## src/rtl/load_store_unit.sv

```systemverilog
// rtl/load_store_unit.sv - byte/half/word load-store initiator onto a word memory (optional LSU_SIGNED_LOAD_EN)
module load_store_unit #(
    parameter int DATA_W  = 32,
    parameter int CELL_AW = 8
) (
    input  logic              clk,
    input  logic              reset,
    input  logic              req_valid,
    output logic              req_ready,
    input  logic              req_write,
    input  logic [1:0]        req_size,
    input  logic              req_signed,
    input  logic [DATA_W-1:0] req_addr,
    input  logic [DATA_W-1:0] req_wdata,
    output logic              resp_valid,
    output logic [DATA_W-1:0] resp_rdata,
    output logic              resp_fault,
    output logic [DATA_W-1:0] mem_address,
    output logic [DATA_W-1:0] mem_write_data,
    output logic              mem_control_write,
    input  logic [DATA_W-1:0] mem_read_data
);

    localparam int SHW = $clog2(DATA_W);

    typedef enum logic [2:0] {
        S_IDLE,
        S_RD,
        S_WR,
        S_RMW_RD,
        S_RMW_WR,
        S_RESP
    } state_t;

    state_t state, state_nxt;

    logic              accept;
    logic              misaligned;
    logic              sub_word;
    logic [1:0]        op_size;
    logic              op_signed;
    logic [1:0]        op_lane;
    logic              fault_q;
    logic [DATA_W-1:0] addr_q;
    logic [DATA_W-1:0] wdata_q;
    logic [DATA_W-1:0] rdata_q;
    logic [DATA_W-1:0] load_value;
    logic [DATA_W-1:0] merged;
    logic [SHW-1:0]    shamt;
    logic [DATA_W-1:0] shifted;
    logic [DATA_W-1:0] lane_mask;
    logic              ext_bit;
    logic              unused_bits;

    // Held in reset the unit must not look ready, so the pipeline cannot hand it work.
    assign req_ready         = !reset && (state == S_IDLE || state == S_RESP);
    assign accept            = req_valid && req_ready;
    assign misaligned        = (req_size == 2'd1 && req_addr[0]) ||
                               (req_size[1] && req_addr[1:0] != 2'b00);
    assign sub_word          = !req_size[1];

    assign mem_control_write = (state == S_WR) || (state == S_RMW_WR);
    assign resp_valid        = (state == S_RESP);
    assign resp_fault        = fault_q && (state == S_RESP);
    assign resp_rdata        = rdata_q;
    assign mem_address       = addr_q;
    assign mem_write_data    = wdata_q;

    // State register.
    always_ff @(posedge clk or posedge reset) begin
        if (reset) begin
            state <= S_IDLE;
        end else begin
            state <= state_nxt;
        end
    end

    // Next-state: a new request can start from IDLE or straight out of RESP.
    always_comb begin
        state_nxt = state;
        case (state)
            S_IDLE, S_RESP: begin
                if (accept) begin
                    if (misaligned)     state_nxt = S_RESP;
                    else if (!req_write) state_nxt = S_RD;
                    else if (sub_word)  state_nxt = S_RMW_RD;
                    else                state_nxt = S_WR;
                end else begin
                    state_nxt = S_IDLE;
                end
            end
            S_RD, S_WR, S_RMW_WR: state_nxt = S_RESP;
            S_RMW_RD:             state_nxt = S_RMW_WR;
            default:              state_nxt = S_IDLE;
        endcase
    end

    // Lane extraction for loads and lane merge for sub-word stores.
    always_comb begin
        shamt     = '0;
        lane_mask = '0;
        ext_bit   = 1'b0;
        if (op_size == 2'd0) begin
            shamt     = SHW'({op_lane, 3'b000});
            lane_mask = {{(DATA_W-8){1'b0}}, 8'hFF} << shamt;
        end else begin
            shamt     = SHW'({op_lane[1], 4'b0000});
            lane_mask = {{(DATA_W-16){1'b0}}, 16'hFFFF} << shamt;
        end
        shifted = mem_read_data >> shamt;
`ifdef LSU_SIGNED_LOAD_EN
        ext_bit = op_signed && ((op_size == 2'd0) ? shifted[7] : shifted[15]);
`endif
        case (op_size)
            2'd0:    load_value = {{(DATA_W-8){ext_bit}}, shifted[7:0]};
            2'd1:    load_value = {{(DATA_W-16){ext_bit}}, shifted[15:0]};
            default: load_value = mem_read_data;
        endcase
        // wdata_q still holds the right-aligned store data during RMW_RD.
        merged = (mem_read_data & ~lane_mask) | ((wdata_q << shamt) & lane_mask);
    end

`ifdef LSU_SIGNED_LOAD_EN
    assign unused_bits = ^req_addr[DATA_W-1:CELL_AW+2];
`else
    assign unused_bits = ^{req_addr[DATA_W-1:CELL_AW+2], op_signed};
`endif

    // Request latch and memory-side datapath registers.
    always_ff @(posedge clk or posedge reset) begin
        if (reset) begin
            op_size   <= '0;
            op_signed <= 1'b0;
            op_lane   <= '0;
            fault_q   <= 1'b0;
            addr_q    <= '0;
            wdata_q   <= '0;
            rdata_q   <= '0;
        end else if (accept) begin
            op_size   <= req_size;
            op_signed <= req_signed;
            op_lane   <= req_addr[1:0];
            fault_q   <= misaligned;
            rdata_q   <= '0;
            if (!misaligned) begin
                addr_q  <= {{(DATA_W-CELL_AW){1'b0}}, req_addr[CELL_AW+1:2]};
                wdata_q <= req_wdata;
            end
        end else if (state == S_RD) begin
            rdata_q <= load_value;
        end else if (state == S_RMW_RD) begin
            wdata_q <= merged;
        end
    end

endmodule

```

## config.mk

```make
export PLATFORM = sky130hd
export DESIGN_NAME = load_store_unit
export DESIGN_NICKNAME = d
export VERILOG_FILES = /design/src/rtl/load_store_unit.sv
export SDC_FILE = /design/constraint.sdc
export NUM_CORES = 1
export LEC_CHECK = 0
export CORE_MARGIN = 2
export CORE_UTILIZATION = 40
export DETAILED_ROUTE_END_ITERATION = 10
export PLACE_DENSITY = 0.78
export SYNTH_ARGS = -nofsm -noshare
export SYNTH_HDL_FRONTEND = slang
export SYNTH_SLANG_ARGS = --single-unit
```

## constraint.sdc

```tcl
create_clock -name clk -period 3.11 [get_ports clk]
set_input_delay 0.622 -clock clk [delete_from_list [all_inputs] [get_ports clk]]
set_output_delay 0.622 -clock clk [all_outputs]
set_load 0.05 [all_outputs]
```

# == Word-level counts from Yosys, hierarchy flattened ==
# Cells that the tools add are included.
# word_totals
input_bits,103
elab_cells,57
regBits,80
out_inout_bits,100
# classes
n_mux,14
shifts,4
n_eq_ne,9
n_bitwise,5
n_reduce_logical,18
# ops
cell,count
$mux W32,7
$and A32 B32 Y32,2
$pmux W32 S2,1
$not A32 Y32,1
$or A32 B32 Y32,1
$shl A16 B5 Y32 const A,1
$shl A32 B5 Y32,1
$shl A8 B5 Y32 const A,1
$shr A32 B5 Y16,1
$pmux W3 S3,1
$eq A3 B2 Y1 const B,2
$eq A3 B3 Y1 const B,2
$mux W3,2
$reduce_bool A2 Y1,3
$logic_and A1 B1 Y1,5
$eq A2 B1 Y1 const B,2
$mux W4,1
$ne A2 B2 Y1 const B,2
$eq A3 B1 Y1 const B,1
$logic_not A3 Y1,1
$logic_or A1 B1 Y1,3
$reduce_and A3 Y1,1
$reduce_or A3 Y1,1
$logic_not A2 Y1,1
6 further kinds,6

# == Logic depth before layout (Yosys ltp) ==
# Gate-level depths: netlist of run 1.
# logic_depth
ltp_word,8
ltp_mapped,7
mapped_depth_nobuf,4

# == Worst setup path before layout of run 1 ==
# OpenSTA, ideal clock, no wires.
# synth_path
path_kind,reg-to-output
from,register state[1]
to,output resp_fault
required_time_ns,2.488
stages_incl_launch_ff,5
t_arrival_ns,1.891
setup_slack_ns,0.597
cell_sequence,dfrtp_1 -> buf_2 -> nand2b_1 -> nor2_1 -> and2_1
# synth_via
elab_chain_cells,2
# synth_lines
item,line_no,source
start: declaration,35,"state_t state, state_nxt;"
start signal: assignment,74,state <= state_nxt;
$eq A3 B3 Y1,--,
via resp_valid,15,"output logic resp_valid,"
$logic_and A1 B1 Y1,64,assign resp_fault = fault_q && (state == S_RESP);
end: declaration,17,"output logic resp_fault,"
# The timed path passes the listed nets, and every way through them passes these cells.

# == Worst setup path after layout of run 1 ==
# layout_path
from,register state[1]
to,output resp_fault
# layout_via
elab_chain_cells,2
# layout_lines
item,line_no
$eq A3 B3 Y1,64
$logic_and A1 B1 Y1,64
# No other way between the ends.

==> results of run 1 <==
-- routing by layer --
layer	part of all wire, %	track usage, %	routed length (um)
met1	41	32.2	5960
met5	0	0	0
met2	50	41.7	7180
met4	2.0	8.70	285
met3	7.1	5.12	1020
-- path summary, 6_finish.rpt --
kind / cells after the start / to
max: 4 / resp_fault
max in group asynchronous: 3 / resp_rdata[19]
min: 1 / resp_rdata[14]
min reg2reg: 1 / resp_rdata[14]
min in group asynchronous: 2 / state[1]
max reg2reg: 4 / resp_rdata[1]
-- area by class of cell --
class | count | area (um^2)
Clock buffer | 9 | 124
Fill cell | 924 | 4370
Tap cell | 136 | 170
Sequential cell | 80 | 2000
Clock inverter | 7 | 71.3
Multi-Input combinational cell | 300 | 2000
Timing Repair Buffer | 164 | 1630
Inverter | 12 | 46.3
-- worst max-delay path: cells and delay by family, from the launching register on --
family                 cells  cell delay [ns]
AND/OR/NAND/NOR            3             0.54
flip-flops                 1             0.50
buffers and inverters      1             0.80
-- metrics by stage --
step	hold slack, ns	instances
2_1_floorplan	0.458	452
3_3_place_gp	0.474	692
3_5_place_dp	0.477	692
4_1_cts	0.499	708
5_1_grt	0.523	708
6_report	0.496	708
-- cells in the final DEF, fill, tap and decap left out, drive strengths merged, types with 2 or more instances in the layout --
| cell | count |
|---|---|
| nand2b | 4 |
| or3b | 2 |
| clkbuf | 9 |
| a21o | 2 |
| nor3b | 4 |
| o21ai | 37 |
| clkinv | 3 |
| clkdlybuf4s50 | 154 |
| inv | 12 |
| and3 | 2 |
| conb | 24 |
| buf | 10 |
| o2bb2ai | 7 |
| a31oi | 2 |
| nor3 | 18 |
| a221oi | 16 |
| a21oi | 11 |
| a22o | 23 |
| nand3 | 9 |
| a22oi | 15 |
| mux2 | 17 |
| and2 | 3 |
| a32oi | 7 |
| nor2b | 2 |
| nor2 | 28 |
| a221o | 16 |
| clkinvlp | 3 |
| dfrtp | 80 |
| nand2 | 23 |
| a211oi | 16 |
-- power by group --
| group | leakage [nW] | internal (mW) | switching (mW) |
|---|---|---|---|
| clock network | 0.0916 | 0.371 | 0.410 |
| registers | 0.994 | 1.52 | 0.440 |
| logic | 1.39 | 1.53 | 2.86 |
-- cell families (layout without fill, tap and decap cells) --
family,after synthesis,in the layout,share of synthesized area (%)
AND/OR/NAND/NOR,99,99,11.6
flip-flops,80,80,46.3
other,1,24,0.0867
adder cells (fa/ha/maj),1,1,0.232
XOR/XNOR,1,1,0.203
AO/OA/AOI/OAI,157,157,27.3
multiplexers,18,18,4.83
buffers and inverters,72,192,9.41
==> impl_metrics.env, run 1 <==
export IMPL_dr_first_iter_drc_count=337
export IMPL_rrSetupSlack_ns=0.72
export IMPL_synth_edff_count=0
export IMPL_synth_cells=429
export IMPL_grt_pass1_vias=3968
export IMPL_p_leak_nw=2.47
export IMPL_cts_buffer_depth=2
export IMPL_yosysSeqAreaShare_pct=46.3
export IMPL_clockRootBuffer="clkbuf_8"
export IMPL_ys_seq_elements=80
export IMPL_cts_tree="done"
export IMPL_cp_slowest_cell="clkdlybuf4s50_1"
export IMPL_diodes=0
export IMPL_reg2reg_from="state[1]"
export IMPL_dpl_hpwl_mm=10.6
export IMPL_viasPerCell=5.80
export IMPL_cp_end_kind="output port"
export IMPL_tns_ns=0
export IMPL_synth_common_cells="dfrtp_1 (80), o21ai_0 (32), buf_4 (29)"
export IMPL_dr_pass1_iters=5
export IMPL_synth_area_per_cell_um2=10.1
export IMPL_yosysUniqueCellTypes=51
export IMPL_drv_slew=0
export IMPL_worst_slew_pin_slew_ns=0.922
export IMPL_ant_nets=0
export IMPL_area_delta_synth_final_pct=39.8
export IMPL_port_buffers=155
export IMPL_max_stage_delay_ns=0.80
export IMPL_die_y_um=108
export IMPL_vdd_drop_max_v=0.000593
export IMPL_dr_total_vias=4106
export IMPL_antenna_found_initial=0
export IMPL_yosys_most_used_dff="dfrtp_1"
export IMPL_fp_coreArea_um2=10400
export IMPL_cap_viol_max_count=0
export IMPL_initial_core_util_pct=41.5
export IMPL_worstSetupStartpointType="flip-flop"
export IMPL_numCtsBuffers=9
export IMPL_fin_nets=670
export IMPL_cp_data_required_time_ns=2.49
export IMPL_fin_crit_ns=2.82
export IMPL_p_per_area_nw_per_um2=1180
export IMPL_grt_max_degree=43
export IMPL_cp_max_fo=11
export IMPL_totalWireLength_mm=14.4
export IMPL_clock_skew_ns=0.00877
export IMPL_synthArstFlopShare_pct=100
export IMPL_placed_area_um2=5850
export IMPL_grt_total_usage_pct=24.9
export IMPL_gp_congestion=0.873
export IMPL_finalCritPeriodShare_pct=90.8
export IMPL_synth_top_cells_by_area="dfrtp_1 (46%), buf_4 (5.0%), a22o_1 (4.7%)"
export IMPL_power_mw=7.13
export IMPL_yosys_area_top_type_share_pct=46.3
export IMPL_fin_util_pct=58.0
export IMPL_clock_sinks=80
export IMPL_clkTransAtPathRegs_ns=0.09
export IMPL_grt_overflow=0
export IMPL_htree_levels=3
export IMPL_synth_most_common_cell="dfrtp_1"
export IMPL_clkLatencyLatePin_ns=0.36
export IMPL_postLayoutCellArea_um2=6040
export IMPL_cp_arrival_ns=2.20
export IMPL_startpoint="state[1]"
export IMPL_final_hold_violation_count=0
export IMPL_slew_headroom_pct=38.0
export IMPL_crit_chain="nand2b_1 -> nor2_1 -> and2_1 -> clkdlybuf4s50_1"
export IMPL_outcome="finished, final reports clean"
export IMPL_fmaxAchievable_mhz=354
export IMPL_die_area_um2=11700
export IMPL_post_drt_wl_per_cell_um=20.4
export IMPL_worst_setup_path_type="reg -> out"
export IMPL_die_x_um=108
export IMPL_hp_start="resp_rdata[14]"
export IMPL_setup_ws_ns=0.285
export IMPL_grt_pass1_wl_mm=22.2
export IMPL_dp_slack_ns=0.570
export IMPL_synth_area_leader_cell="dfrtp_1"
export IMPL_syn_area_um2=4320
export IMPL_ys_warn_count=0
export IMPL_hold_buffers=0
export IMPL_drive_above_1_share_pct=9.27
export IMPL_setup_viol=0
export IMPL_pin_count=203
export IMPL_rsz0062_at_grt="false"
export IMPL_placementRows=37
export IMPL_cts_setup_buffers=0
export IMPL_hold_path_class="reg -> reg"
export IMPL_cts_resized=0
export IMPL_drc_errors=0
Note: power is estimated with default switching activity, not from simulation.
==> run 2: changes to the inputs <==
- CORE_MARGIN: 2 -> not set
==> impl_metrics.env, run 2 (same netlist as run 1, synthesis figures left out) <==
export IMPL_clkPwrFrac_pct=11.1
export IMPL_final_hold_violation_count=0
export IMPL_reg2regPathDepth=4
export IMPL_switching_share_pct=51.5
export IMPL_slew_headroom_pct=38.8
export IMPL_worst_setup_path_type="reg -> out"
export IMPL_clkTransAtPathRegs_ns=0.09
export IMPL_hold_path_depth=1
export IMPL_die_y_um=106
export IMPL_dpl_hpwl_mm=10.3
export IMPL_clockRootBuffer="clkbuf_8"
export IMPL_fin_util_pct=58.3
export IMPL_drv_slew=0
export IMPL_cap_viol_max_count=0
export IMPL_cp_end_kind="output port"
export IMPL_die_x_um=106
export IMPL_dr_total_vias=4101
export IMPL_viasPerCell=5.77
export IMPL_clkLatencyLatePin_ns=0.36
export IMPL_multi_input_area_um2=2000
export IMPL_clock_sinks=80
export IMPL_fmaxAchievable_mhz=355
export IMPL_dr_pass1_iters=5
export IMPL_numCtsBuffers=9
export IMPL_grt_pass1_vias=4040
export IMPL_area_delta_synth_final_pct=40.4
export IMPL_pin_count=203
export IMPL_vdd_drop_max_v=0.000605
export IMPL_clock_skew_ns=0.00865
export IMPL_cp_arrival_ns=2.19
export IMPL_worstSetupStartpointType="flip-flop"
export IMPL_fin_nets=673
export IMPL_p_per_area_nw_per_um2=1170
export IMPL_grt_total_usage_pct=25.1
export IMPL_pwr_share_comb_pct=61.3
export IMPL_diodes=0
export IMPL_power_mw=7.11
export IMPL_ant_nets=0
export IMPL_die_area_um2=11200
export IMPL_mostFrequentLayoutCells="clkdlybuf4s50_1 (154), dfrtp_1 (80), o21ai_0 (32)"
export IMPL_final_common_cell="clkdlybuf4s50_1"
export IMPL_grt_max_degree=36
export IMPL_drc_errors=0
export IMPL_worst_slew_pin_slew_ns=0.918
export IMPL_hold_path_class="reg -> reg"
export IMPL_holdWs_ns=0.503
export IMPL_cp_data_required_time_ns=2.49
export IMPL_cp_max_fo=11
export IMPL_hold_buffers=0
export IMPL_htree_levels=3
export IMPL_port_buffers=155
export IMPL_n_fill_cell=893
export IMPL_cts_buffer_depth=2
export IMPL_antenna_found_initial=0
export IMPL_cts_resized=0
export IMPL_p_leak_nw=2.49
export IMPL_grt_overflow=0
export IMPL_dp_slack_ns=0.633
export IMPL_fin_crit_ns=2.82
export IMPL_totalWireLength_mm=13.9
export IMPL_gp_congestion=0.829
export IMPL_post_drt_wl_per_cell_um=19.5
export IMPL_seqPwrFrac_pct=27.6
export IMPL_setup_viol=0
export IMPL_outcome="finished, final reports clean"
export IMPL_initial_core_util_pct=41.5
export IMPL_cts_setup_buffers=0
export IMPL_finalCritPeriodShare_pct=90.5
export IMPL_rsz0062_at_grt="false"
export IMPL_setup_ws_ns=0.294
export IMPL_fp_coreArea_um2=10400
export IMPL_placementRows=37
export IMPL_regArea_um2=2000
export IMPL_internal_power_mw=3.45
export IMPL_tns_ns=0
export IMPL_switchingPower_mw=3.66
export IMPL_drive_above_1_share_pct=9.57
export IMPL_grt_pass1_wl_mm=21.6
export IMPL_dr_first_iter_drc_count=283
export IMPL_cts_tree="done"
## run 2: cell type report
cell class	instances	share of cell area (%)
clock buffers	11	2.33
clock inverters	5	0.928
inverters	12	0.763
multi-input cells	300	33.0
flip-flops and latches	80	33.0
well taps	136	2.80
repair buffers	167	27.2
## run 2: worst max-delay path, cell delays in order, from the launching register on
cell and delay [ns]:
dfrtp_1 0.50, nand2b_1 0.23, nor2_1 0.16, and2_1 0.15, clkdlybuf4s50_1 0.80
## run 2: path summary, 6_finish.rpt
| path | start | endpoint | slack, ns |
|---|---|---|---|
| worst max-delay path | state[1] | resp_fault | 0.29 |
| worst min-delay path | resp_rdata[10] | resp_rdata[10] | 0.50 |
| worst max register to register | op_size[1] | mem_write_data[10] | 0.75 |
| worst min register to register | resp_rdata[10] | resp_rdata[10] | 0.50 |
| max in group asynchronous | reset | resp_rdata[15] | 1.71 |
| min in group asynchronous | reset | state[2] | 0.76 |
## run 2: power groups by stage
stage | logic (mW) | registers, mW | clock network [mW]
CTS | 4.36 | 1.95 | 0.798
detailed placement | 4.35 | 1.97 | 0
floorplan | 1.62 | 3.32 | 0
global route | 4.59 | 2.03 | 0.846
finish | 4.36 | 1.96 | 0.789
global placement | 4.30 | 1.95 | 0
## run 2: stage by stage
| stage | area (um^2) | instances |
|---|---|---|
| 6_report | 6070 | 711 |
| 5_1_grt | 6070 | 711 |
| 4_1_cts | 6070 | 711 |
| 3_5_place_dp | 5870 | 695 |
| 3_3_place_gp | 5870 | 695 |
| 2_1_floorplan | 4410 | 452 |
## run 2: routing by layer
metal	part of all wire, %	vias up	global-route usage (%)
met1	42	1989	33.5
li1	-	1852	-
met3	8.0	33	4.78
met5	0	-	0
met2	48	227	41.3
met4	2.4	0	7.94
==> run 3: changes to the inputs <==
- CTS_CLUSTER_SIZE: not set -> 16
- DONT_BUFFER_PORTS: not set -> 1
- HOLD_SLACK_MARGIN: not set -> 0.05
- PLACE_DENSITY: 0.78 -> not set
==> impl_metrics.env, run 3 (same netlist as run 1, synthesis figures left out) <==
export IMPL_die_x_um=106
export IMPL_port_buffers=0
export IMPL_drc_errors=0
export IMPL_crit_family="simple AND/OR/NAND/NOR gates"
export IMPL_final_hold_violation_count=0
export IMPL_clock_skew_ns=0.00992
export IMPL_diodes=0
export IMPL_internal_power_mw=2.70
export IMPL_setup_ws_ns=0.571
export IMPL_mostFrequentLayoutCells="dfrtp_1 (80), o21ai_0 (32), nor2_1 (27)"
export IMPL_area_delta_synth_final_pct=5.09
export IMPL_switchingPower_mw=3.52
export IMPL_numCtsBuffers=9
export IMPL_finalCritPeriodShare_pct=81.6
export IMPL_ant_nets=0
export IMPL_viasPerCell=6.37
export IMPL_slew_headroom_pct=38.9
export IMPL_cp_end_kind="output port"
export IMPL_cp_slowest_cell="dfrtp_1"
export IMPL_hold_path_class="in -> async"
export IMPL_die_area_um2=11200
export IMPL_cp_max_fo=11
export IMPL_drive_above_1_share_pct=13.3
export IMPL_place_inst=541
export IMPL_max_stage_delay_ns=0.51
export IMPL_htree_levels=3
export IMPL_drv_slew=0
export IMPL_dr_wl_met3_mm=1.45
export IMPL_clkPwrFrac_pct=13.8
export IMPL_cap_viol_max_count=0
export IMPL_clock_sinks=80
export IMPL_p_leak_nw=1.91
export IMPL_grt_max_degree=48
export IMPL_met2WireLength_mm=6.03
export IMPL_switching_share_pct=56.6
export IMPL_cp_arrival_ns=1.92
export IMPL_setup_viol=0
export IMPL_fin_nets=519
export IMPL_dp_slack_ns=0.934
export IMPL_dpl_hpwl_mm=9.97
export IMPL_final_common_cell="dfrtp_1"
export IMPL_rsz0062_at_grt="false"
export IMPL_worstSetupStartpointType="flip-flop"
export IMPL_post_drt_wl_per_cell_um=24.2
export IMPL_cts_resized=0
export IMPL_dr_total_vias=3547
export IMPL_outcome="finished, final reports clean"
export IMPL_fin_crit_ns=2.54
export IMPL_cts_setup_buffers=0
export IMPL_crit_chain="nand2b_1 -> nor2_1 -> buf_4 -> and2_1"
export IMPL_hold_buffers=0
export IMPL_routed_top_layer="met4"
export IMPL_die_y_um=106
export IMPL_clkLatencyLatePin_ns=0.36
export IMPL_antenna_found_initial=0
export IMPL_seqPwrFrac_pct=57.0
export IMPL_grt_pass1_vias=3516
export IMPL_worst_slew_pin_slew_ns=0.914
export IMPL_clkTransAtPathRegs_ns=0.08
export IMPL_totalWireLength_mm=13.5
export IMPL_tns_ns=0
export IMPL_dr_pass1_iters=5
export IMPL_gp_congestion=0.874
export IMPL_vdd_drop_max_v=0.000649
export IMPL_grt_total_usage_pct=24.5
export IMPL_placementRows=37
export IMPL_worst_setup_path_type="reg -> out"
export IMPL_cts_buffer_depth=2
export IMPL_grt_pass1_wl_mm=20.7
export IMPL_fmaxAchievable_mhz=394
export IMPL_clockRootBuffer="clkbuf_8"
export IMPL_pin_count=203
export IMPL_fp_coreArea_um2=10400
export IMPL_dr_first_iter_drc_count=392
export IMPL_met1_length_mm=5.61
export IMPL_cts_tree="done"
export IMPL_grt_overflow=0
export IMPL_pwr_share_comb_pct=29.2
export IMPL_initial_core_util_pct=41.5
export IMPL_cp_data_required_time_ns=2.49
export IMPL_path_buf_inv=1
export IMPL_final_cell_count_no_fill=557
export IMPL_p_per_area_nw_per_um2=1370
[run 3: metrics by stage]
step	util [%]	power [mW]	cell area [um^2]	hold slack, ns
global placement	41.5	5.31	4320	0.488
CTS	43.6	6.24	4540	0.317
floorplan	-	4.94	4410	0.458
detailed placement	41.5	5.38	4320	0.496
global route	43.6	6.54	4540	0.343
finish	43.6	6.23	4540	0.273
[run 3: layer usage]
layer | track usage [%] | up-vias
met2 | 35.9 | 233
met3 | 8.15 | 35
met1 | 33.4 | 1736
li1 | - | 1543
met4 | 9.82 | 0
met5 | 0 | -
[run 3: power groups by stage]
stage | Clock (mW) | Sequential, mW | Combinational, mW
floorplan | 0 | 3.32 | 1.62
global placement | 0 | 3.56 | 1.75
detailed placement | 0 | 3.57 | 1.80
CTS | 0.883 | 3.55 | 1.81
global route | 0.909 | 3.62 | 2.01
finish | 0.861 | 3.55 | 1.82
[run 3: layout make-up]
class | instances | area [um^2]
clock inverter | 5 | 80.1
inverter | 12 | 46.3
clock buffer | 11 | 141
sequential | 80 | 2000
tap | 136 | 170
fill | 1037 | 5870
timing repair buffer | 13 | 97.6
multi-input combinational | 300 | 2010
[run 3: worst paths after layout]
path / start / end / slack (ns) / cells after the start
max: state[1] / resp_fault / 0.57 / 4
min: reset / fault_q / 0.27 / 1
max reg2reg: op_size[1] / mem_write_data[13] / 0.84 / 4
min reg2reg: fault_q / fault_q / 0.51 / 2
max in group asynchronous: reset / resp_rdata[22] / 2.05 / 2
min in group clk: req_size[1] / op_size[1] / 0.38 / 2
[run 3: worst reg2reg max path: stages, from the launching register on]
cell      delay, ns
dfrtp_1        0.70
or2_1          0.52
o21ai_1        0.53
a221oi_1       0.19
a211oi_1       0.25
